### src/rtl/cpu_pkg.sv
// Shared CPU write-back definitions: default widths, FIFO depth and the
// load-return entry type.
package cpu_pkg;

   localparam int SIZE      = 16;
   localparam int REGBITS   = 4;
   localparam int LDQ_DEPTH = 2;

   typedef struct packed {
      logic [REGBITS-1:0] dst;
      logic [SIZE-1:0]    data;
   } wb_entry;

endpackage

### src/rtl/wb_load_fifo.sv
// Small in-order FIFO that buffers load returns awaiting the register file
// write port. DEPTH must be a power of two so pointers wrap naturally.
module wb_load_fifo
   import cpu_pkg::*;
#(
   parameter type T     = wb_entry,
   parameter int  DEPTH = LDQ_DEPTH
) (
   input  logic clk,
   input  logic reset,
   input  logic push,
   input  T     din,
   input  logic pop,
   output T     dout,
   output logic full,
   output logic empty
);

   localparam int AW = (DEPTH > 1) ? $clog2(DEPTH) : 1;
   localparam int CW = $clog2(DEPTH + 1);

   T               mem_q [DEPTH];
   logic [AW-1:0]  wr_q;
   logic [AW-1:0]  rd_q;
   logic [CW-1:0]  cnt_q;
   logic           do_push;
   logic           do_pop;

   assign full    = (cnt_q == CW'(DEPTH));
   assign empty   = (cnt_q == '0);
   assign dout    = mem_q[rd_q];
   assign do_pop  = pop && !empty;
   assign do_push = push && (!full || do_pop);

   // Storage array: written at the tail, never reset.
   always_ff @(posedge clk) begin
      if (do_push) begin
         mem_q[wr_q] <= din;
      end
   end

   // Pointer and occupancy tracking.
   always_ff @(posedge clk) begin
      if (reset) begin
         wr_q  <= '0;
         rd_q  <= '0;
         cnt_q <= '0;
      end else begin
         if (do_push) begin
            wr_q <= wr_q + AW'(1);
         end
         if (do_pop) begin
            rd_q <= rd_q + AW'(1);
         end
         cnt_q <= cnt_q + CW'(do_push) - CW'(do_pop);
      end
   end

endmodule

### src/rtl/reg_writeback_ctrl.sv
// Register file write-port controller: ALU/load arbitration and pending-load
// scoreboard. Define WB_FORWARD_EN to add the fwd_hit1/fwd_hit2/fwd_data outputs.
module reg_writeback_ctrl
#(
   parameter int SIZE      = cpu_pkg::SIZE,
   parameter int REGBITS   = cpu_pkg::REGBITS,
   parameter int LDQ_DEPTH = cpu_pkg::LDQ_DEPTH
) (
   input  logic                  clk,
   input  logic                  reset,
   input  logic                  alu_valid,
   input  logic [REGBITS-1:0]    alu_dst,
   input  logic [SIZE-1:0]       alu_data,
   input  logic                  ld_valid,
   output logic                  ld_ready,
   input  logic [REGBITS-1:0]    ld_dst,
   input  logic [SIZE-1:0]       ld_data,
   input  logic                  issue_ld,
   input  logic [REGBITS-1:0]    issue_dst,
   input  logic [REGBITS-1:0]    chk_addr1,
   input  logic [REGBITS-1:0]    chk_addr2,
   output logic                  hazard,
   output logic [2**REGBITS-1:0] pending,
   output logic                  rf_writeEn,
   output logic [REGBITS-1:0]    rf_dstAddr,
   output logic [SIZE-1:0]       rf_writeData
`ifdef WB_FORWARD_EN
   ,
   output logic                  fwd_hit1,
   output logic                  fwd_hit2,
   output logic [SIZE-1:0]       fwd_data
`endif
);

   import cpu_pkg::*;

   localparam int NREG = 2**REGBITS;

   typedef struct packed {
      logic [REGBITS-1:0] dst;
      logic [SIZE-1:0]    data;
   } entry_t;

   entry_t             ld_in;
   entry_t             head;
   logic               full;
   logic               empty;
   logic               xfer;
   logic               push;
   logic               pop;
   logic               sel_v;
   logic               sel_ld;
   logic [REGBITS-1:0] sel_dst;
   logic [SIZE-1:0]    sel_data;
   logic [NREG-1:0]    clr_vec;
   logic [NREG-1:0]    set_vec;
   logic [NREG-1:0]    pending_d;
   logic [NREG-1:0]    pending_q;
   logic               we_q;
   logic [REGBITS-1:0] dst_q;
   logic [SIZE-1:0]    data_q;

   assign ld_ready = !full && !reset;
   assign xfer     = ld_valid && ld_ready;
   assign ld_in    = '{dst: ld_dst, data: ld_data};

   wb_load_fifo #(
      .T     (entry_t),
      .DEPTH (LDQ_DEPTH)
   ) u_ldq (
      .clk   (clk),
      .reset (reset),
      .push  (push),
      .din   (ld_in),
      .pop   (pop),
      .dout  (head),
      .full  (full),
      .empty (empty)
   );

   // Write-port arbitration: ALU first, then queued loads, then bypass.
   always_comb begin
      push     = xfer;
      pop      = 1'b0;
      sel_v    = 1'b0;
      sel_ld   = 1'b0;
      sel_dst  = alu_dst;
      sel_data = alu_data;
      if (alu_valid) begin
         sel_v = 1'b1;
      end else if (!empty) begin
         pop      = 1'b1;
         sel_v    = 1'b1;
         sel_ld   = 1'b1;
         sel_dst  = head.dst;
         sel_data = head.data;
      end else if (xfer) begin
         push     = 1'b0;
         sel_v    = 1'b1;
         sel_ld   = 1'b1;
         sel_dst  = ld_dst;
         sel_data = ld_data;
      end
   end

   // Scoreboard next state: a new issue overrides a same-cycle clear.
   always_comb begin
      clr_vec   = sel_ld ? (NREG'(1) << sel_dst) : '0;
      set_vec   = issue_ld ? (NREG'(1) << issue_dst) : '0;
      pending_d = (pending_q & ~clr_vec) | set_vec;
   end

   // Registered write port and scoreboard state.
   always_ff @(posedge clk) begin
      if (reset) begin
         we_q      <= 1'b0;
         dst_q     <= '0;
         data_q    <= '0;
         pending_q <= '0;
      end else begin
         we_q      <= sel_v;
         pending_q <= pending_d;
         if (sel_v) begin
            dst_q  <= sel_dst;
            data_q <= sel_data;
         end
      end
   end

   // Re-issuing to a register whose load is still outstanding is illegal.
   a_reissue: assert property (@(posedge clk) disable iff (reset)
      issue_ld |-> (!pending_q[issue_dst] || clr_vec[issue_dst]));

   assign hazard       = pending_q[chk_addr1] | pending_q[chk_addr2];
   assign pending      = pending_q;
   assign rf_writeEn   = we_q;
   assign rf_dstAddr   = dst_q;
   assign rf_writeData = data_q;

`ifdef WB_FORWARD_EN
   assign fwd_hit1 = we_q && (dst_q == chk_addr1);
   assign fwd_hit2 = we_q && (dst_q == chk_addr2);
   assign fwd_data = data_q;
`endif

endmodule

### config.mk
export PLATFORM = sky130hd
export DESIGN_NAME = reg_writeback_ctrl
export DESIGN_NICKNAME = d
export VERILOG_FILES = /design/src/rtl/cpu_pkg.sv /design/src/rtl/wb_load_fifo.sv /design/src/rtl/reg_writeback_ctrl.sv
export SDC_FILE = /design/constraint.sdc
export NUM_CORES = 1
export LEC_CHECK = 0
export ABC_AREA = 0
export BUFFER_PORTS_ARGS = -buffer_cell sky130_fd_sc_hd__buf_2
export CAP_MARGIN = 20
export CELL_PAD_IN_SITES_DETAIL_PLACEMENT = 1
export CELL_PAD_IN_SITES_GLOBAL_PLACEMENT = 2
export CORE_UTILIZATION = 35
export DETAILED_ROUTE_END_ITERATION = 7
export PLACE_DENSITY_LB_ADDON = 0.1
export SLEW_MARGIN = 10
export SYNTH_ARGS = -nofsm -noshare
export SYNTH_HDL_FRONTEND = slang
export SYNTH_HIERARCHICAL = 1
export SYNTH_SLANG_ARGS = --single-unit
### constraint.sdc
create_clock -name clk -period 5.3 [get_ports clk]
set_input_delay 0.53 -clock clk [delete_from_list [all_inputs] [get_ports clk]]
set_output_delay 0.53 -clock clk [all_outputs]
set_load 0.03 [all_outputs]
==> flow_metrics.py, run 1 <==
metrics = {
    "sta": {
        "fmax_ghz": 0.3185,
        "finalCritPeriodShare": 0.5924,
        "period_minus_slack_ns": 3.140,
        "rsz0062_at_grt": "no",
        "setup_tns_ns": 0,
        "relSlewSlack": 0.2689,
        "finalSetupViolCount": 0,
        "drv_slew": 0,
        "tightest_slew_ns": 1.097,
        "hold_viol": 0,
        "clock_skew_ns": 0.006872,
    },
    "power_and_ir_drop": {
        "vdd_drop_max_mv": 0.1346,
        "cellLeakagePower_nw": 1.937,
        "p_per_area_nw_per_um2": 314.9,
        "finalPower_mw": 1.531,
    },
    "cts": {
        "clkTransAtPathRegs_ns": 0.07,
        "clock_latency_ns": 0.33,
        "htree_levels": 3,
        "cts-hold-fix-buffers": 0,
        "cts_setup_buffers": 0,
        "cts-root-buf": "clkbuf_16",
        "cts_tree": "done",
        "cts_buffers": 9,
        "cts_resized": 0,
        "clockBufferDepth": 2,
        "numClockSinks": 82,
    },
    "min_path": {
        "hold_class": "input pin to flop",
    },
    "worst_setup_path": {
        "worstSetupStartpointType": "flop",
        "slowest_delay_ns": 0.83,
        "worstPathArrival_ns": 3.09,
        "cp_slowest_cell": "nor2_2",
        "endpoint_kind": "flop",
        "path_max_fanout": 20,
        "crit_chain": "nand2b_1 -> inv_1 -> or3b_2 -> nor2_1 -> o21ai_2 -> nor2_2",
        "crit_type": "flop to flop",
        "critPathRequiredTime_ns": 5.25,
    },
    "outcome": {
        "run_status": "finished clean",
    },
    "synth": {
        "synthesis.nets": 419,
        "synth_common_cells": "66 x nor2_1, 42 x dfxtp_1, 40 x edfxtp_1, 23 x nand2_1, 21 x mux2_2",
        "yosysTopAreaCellShare": 0.3033,
        "syn_inst": 361,
        "ys_seq_area_frac": 0.5156,
        "yosys_most_used_dff": "dfxtp_1",
        "synthTopCellsByArea": "edfxtp_1 30%, dfxtp_1 21%, nor2_1 6.3%",
        "ys_ff_latch": 82,
        "synth_cell_types": 45,
        "async_flop_share": 0,
        "post-synth-top-count-cell": "nor2_1",
        "synth_top_area_cell": "edfxtp_1",
        "yosysWarnings": 6,
        "syn_avg_cell_area_sq_um": 10.97,
        "synth_edf_count": 40,
        "netlist_area_sq_um": 3960,
    },
    "detailed_routing": {
        "ant_nets": 0,
        "via_count": 3270,
        "drc": 0,
        "wire_per_inst_um": 18.73,
        "avgViaCountPerCell": 5.496,
        "wirelength_um": 11140,
        "drt-initial-drc-count": 167,
        "drt_first_pass_iters": 4,
    },
    "floorplan": {
        "fp.dieW_um": 108.4,
        "rows": 38,
        "start_util": 0.3621,
        "coreArea_sq_um": 10940,
        "die_area_sq_um": 11740,
        "die_h_um": 108.4,
        "ios": 96,
    },
    "global_routing": {
        "grt_pass1_vias": 3272,
        "grt_overflow_total": 0,
        "grt_max_degree": 49,
        "grt_pass1_wl_um": 17750,
        "antenna_found_initial": 0,
        "track_usage": 0.2014,
    },
    "final_layout": {
        "fin_nets": 508,
        "drive_above_1_share": 0.3253,
        "n_antenna_cell": 0,
        "fill_cells": 1237,
        "register_area_sq_um": 2042,
        "syn_to_final_growth_pct": 22.78,
        "multi_input_area_sq_um": 1831,
    },
    "placement": {
        "hpwlAfterDp_um": 7629,
        "io_buffer_count": 95,
        "place.gp.congestion": 0.7679,
    },
    "run": {
        "max_cap_viol_count": 0,
    },
}
-- flip-flops by register name, indices dropped and copies added (netlist names), named ones only --
name,count
u_ldq/cnt_q,2
u_ldq/wr_q,1
pending,16
u_ldq/mem_q,40
rf_writeData,16
rf_dstAddr,4
u_ldq/rd_q,1
rf_writeEn,1
-- cells in the final DEF (no fill, tap or decap), types with 2 or more instances in the layout --
cell type,synthesis,layout
a31o_2,2,2
nand2_1,23,23
a211oi_1,16,16
or3b_2,2,2
nor2_2,0,3
o21ai_0,3,3
a21oi_1,12,12
edfxtp_1,40,40
nand3_1,12,12
nand3b_1,3,3
nor2_1,66,63
dfxtp_1,42,42
mux4_1,7,7
mux4_2,3,3
xor2_1,2,2
nand2b_1,9,9
clkinv_4,0,2
buf_2,7,95
a211o_1,8,8
clkbuf_16,0,9
mux2_2,21,21
a22oi_1,9,9
nor4_1,8,8
a21o_1,5,5
inv_1,3,3
a311oi_1,17,17
and3_1,2,2
mux2i_1,4,4
nor3_1,5,5
nor2b_1,3,3
-- metal layers --
layer  part of all wire  track usage  vias up
met4              0.011      0.06371        0
met3              0.042      0.02773       10
li1                   -            -     1554
met5                  0            0        -
met1               0.46       0.2785     1624
met2               0.49       0.3262       82
-- report_power, final --
group	switching [mW]	internal, mW	total [mW]
clock	0.263	0.382	0.645
sequential	0.0113	0.687	0.698
combinational	0.123	0.0651	0.188
total	0.397	1.13	1.53
-- final cells by class --
cell class                      instances  area share
Clock buffer                           11     0.04992
Clock inverter                          5     0.01287
Inverter                                3    0.002316
Multi-Input combinational cell        257      0.3765
Sequential cell                        82      0.4200
Tap cell                              140     0.03603
Timing Repair Buffer                   97      0.1024
-- worst paths after layout --
kind,startpoint,endpoint,slack [ns],cells after the start
setup / recovery,u_ldq/cnt_q[0],u_ldq/mem_q[1][15],2.16,6
hold / removal,ld_data[7],u_ldq/mem_q[1][7],0.40,1
setup reg to reg,u_ldq/cnt_q[0],u_ldq/mem_q[1][15],2.16,6
hold reg to reg,rf_writeData[4],rf_writeData[4],0.45,2
-- per-stage QoR --
stage	setup slack (ns)	cell area [sq um]	hold slack [ns]	std cells	utilization
after floorplan	2.351	3960	0.4725	361	-
after global placement	1.824	4542	0.4399	578	0.4153
after detailed placement	1.787	4542	0.4418	578	0.4153
after CTS	2.126	4847	0.3926	594	0.4432
after global routing	1.944	4862	0.3970	595	0.4446
final	2.160	4862	0.4018	595	0.4446
-- critical path: cells and delay by family, from the launching register on --
kind            cells  cell delay (ns)
simple gates        4             2.04
flops               1             0.45
compound gates      1             0.15
buf+inv             1             0.11
-- logic make-up (layout without fill, tap and decap cells) --
kind of cell | count (synthesis) | after routing | share of synthesized area
simple gates | 139 | 139 | 0.1656
flops | 82 | 82 | 0.5156
compound gates | 78 | 78 | 0.1472
mux | 37 | 37 | 0.1400
buf+inv | 22 | 116 | 0.02401
xor+xnor | 2 | 2 | 0.004424
fa+ha+maj | 1 | 1 | 0.003159
Note: power is estimated with default switching activity, not from simulation.
==> run 2, diff against run 1 <==
--- a/config.mk
+++ b/config.mk
@@ -10,7 +10,7 @@
 export CAP_MARGIN = 20
 export CELL_PAD_IN_SITES_DETAIL_PLACEMENT = 1
 export CELL_PAD_IN_SITES_GLOBAL_PLACEMENT = 2
-export CORE_UTILIZATION = 35
+export CORE_UTILIZATION = 30
 export DETAILED_ROUTE_END_ITERATION = 7
 export PLACE_DENSITY_LB_ADDON = 0.1
 export SLEW_MARGIN = 10
==> constraint.sdc (replaced) <==
create_clock -name clk -period 2.5 [get_ports clk]
set_input_delay 0.25 -clock clk [delete_from_list [all_inputs] [get_ports clk]]
set_output_delay 0.25 -clock clk [all_outputs]
set_load 0.03 [all_outputs]
==> flow_metrics.py, run 2 (synthesis results as in run 1) <==
metrics = {
    "final_layout": {
        "layout_commonest_cell": "buf_2",
        "top_register": "u_ldq/mem_q",
        "largest_reg_flops": 40,
        "final_cell_mix": "95 x buf_2, 61 x nor2_1, 42 x dfxtp_1, 40 x edfxtp_1, 23 x nand2_1",
        "drive_above_1_share": 0.3405,
        "fin_nets": 520,
        "fill_cells": 1475,
        "syn_to_final_growth_pct": 25.66,
        "n_antenna_cell": 0,
    },
    "global_routing": {
        "track_usage": 0.1782,
        "antenna_found_initial": 0,
        "grt_pass1_wl_um": 18010,
        "grt_pass1_vias": 3338,
        "grt_max_degree": 46,
        "grt_overflow_total": 0,
    },
    "sta": {
        "fmax_ghz": 0.4297,
        "finalSetupViolCount": 0,
        "drv_slew": 0,
        "worst_slack_ns": 0.1729,
        "clock_skew_ns": 0.005940,
        "finalCritPeriodShare": 0.9308,
        "relSlewSlack": 0.3552,
        "period_minus_slack_ns": 2.327,
        "tightest_slew_ns": 0.9627,
        "hold_viol": 0,
        "rsz0062_at_grt": "no",
    },
    "detailed_routing": {
        "wirelength_um": 11570,
        "drt_first_pass_iters": 4,
        "wire_per_inst_um": 18.10,
        "avgViaCountPerCell": 5.119,
        "drc": 0,
        "drt-initial-drc-count": 128,
        "ant_nets": 0,
        "via_count": 3271,
    },
    "floorplan": {
        "ios": 96,
        "coreArea_sq_um": 12720,
        "die_area_sq_um": 13660,
        "start_util": 0.3113,
        "die_h_um": 116.9,
        "fp.dieW_um": 116.9,
        "rows": 41,
    },
    "worst_setup_path": {
        "crit_family": "multiplexers",
        "crit_type": "flop to output port",
        "crit_chain": "mux4_1 -> mux4_2 -> or2_1 -> buf_2",
        "critPathRequiredTime_ns": 2.25,
        "cp_slowest_cell": "mux4_1",
        "path_max_fanout": 4,
        "worstPathArrival_ns": 2.08,
        "slowest_delay_ns": 0.50,
        "endpoint_kind": "output port",
        "worstSetupStartpointType": "flop",
        "crit_buf_inv": 1,
    },
    "power_and_ir_drop": {
        "p_per_area_nw_per_um2": 622.7,
        "vdd_drop_max_mv": 0.4054,
        "finalPower_mw": 3.098,
        "cellLeakagePower_nw": 1.978,
    },
    "cts": {
        "cts_tree": "done",
        "cts_resized": 0,
        "cts_setup_buffers": 0,
        "clock_latency_ns": 0.33,
        "numClockSinks": 82,
        "cts-root-buf": "clkbuf_16",
        "cts_buffers": 9,
        "cts-hold-fix-buffers": 0,
        "clkTransAtPathRegs_ns": 0.06,
        "htree_levels": 3,
        "clockBufferDepth": 2,
    },
    "outcome": {
        "run_status": "finished clean",
    },
    "placement": {
        "dp_slack_ns": 0.1084,
        "hpwlAfterDp_um": 8061,
        "place.gp.congestion": 0.7263,
        "io_buffer_count": 95,
    },
    "min_path": {
        "hold_class": "input pin to flop",
    },
    "run": {
        "max_cap_viol_count": 0,
    },
}
==> run 2: cell types whose count changed in the layout (fill, tap and decap cells not counted), sizes merged <==
cell and change:
clkinvlp +1, bufinv -1, clkbuf +1, buf +12
inv -2, clkinv +1
==> run 2: metal layers <==
metal  wire, um  GRT usage
met5          0          0
met4         95    0.05485
met3        444    0.03656
met2       5585     0.3006
met1       5443     0.2300
==> run 2: worst reg2reg max path, delay by kind of cell, from the launching register on <==
family | cells | cell delay [ns]
multiplexers | 1 | 0.27
buffers and inverters | 1 | 0.06
AND/OR/NAND/NOR | 5 | 0.96
flip-flops | 1 | 0.37
XOR/XNOR | 1 | 0.17
AO/OA/AOI/OAI | 1 | 0.17
adder cells (fa/ha/maj) | 1 | 0.19
==> run 2: metrics by stage <==
| step | cell area (sq um) | setup TNS (ns) | utilization | hold slack, ns | std cells |
|---|---|---|---|---|---|
| floorplan | 3965 | -5.386 | - | 0.3216 | 361 |
| global placement | 4705 | 0 | 0.3698 | 0.4443 | 623 |
| detailed placement | 4705 | 0 | 0.3698 | 0.4481 | 623 |
| CTS | 4971 | 0 | 0.3907 | 0.1031 | 639 |
| global route | 4976 | 0 | 0.3911 | 0.1101 | 639 |
| finish | 4976 | 0 | 0.3911 | 0.1185 | 639 |
==> run 2: final timing paths <==
check	depth (start not counted)	to	slack [ns]	from
worst max register to register	10	u_ldq/cnt_q[1]	0.18	u_ldq/cnt_q[1]
worst min-delay path	1	u_ldq/mem_q[0][12]	0.12	ld_data[12]
worst max-delay path	4	hazard	0.17	pending[11]
worst min register to register	2	rf_dstAddr[2]	0.46	rf_dstAddr[2]
==> run 2: layout make-up <==
cell class | instances | area, sq um | area share
Tap cell | 172 | 215.2 | 0.04325
Clock buffer | 12 | 246.5 | 0.04953
Clock inverter | 4 | 20.02 | 0.004023
Timing Repair Buffer | 109 | 605.6 | 0.1217
Inverter | 3 | 11.26 | 0.002263
Sequential cell | 82 | 2042 | 0.4104
Multi-Input combinational cell | 257 | 1836 | 0.3689
==> run 2: report_power, final <==
group	switching, mW	internal (mW)
Sequential	0.0225	1.46
Combinational	0.265	0.147
Clock	0.514	0.692
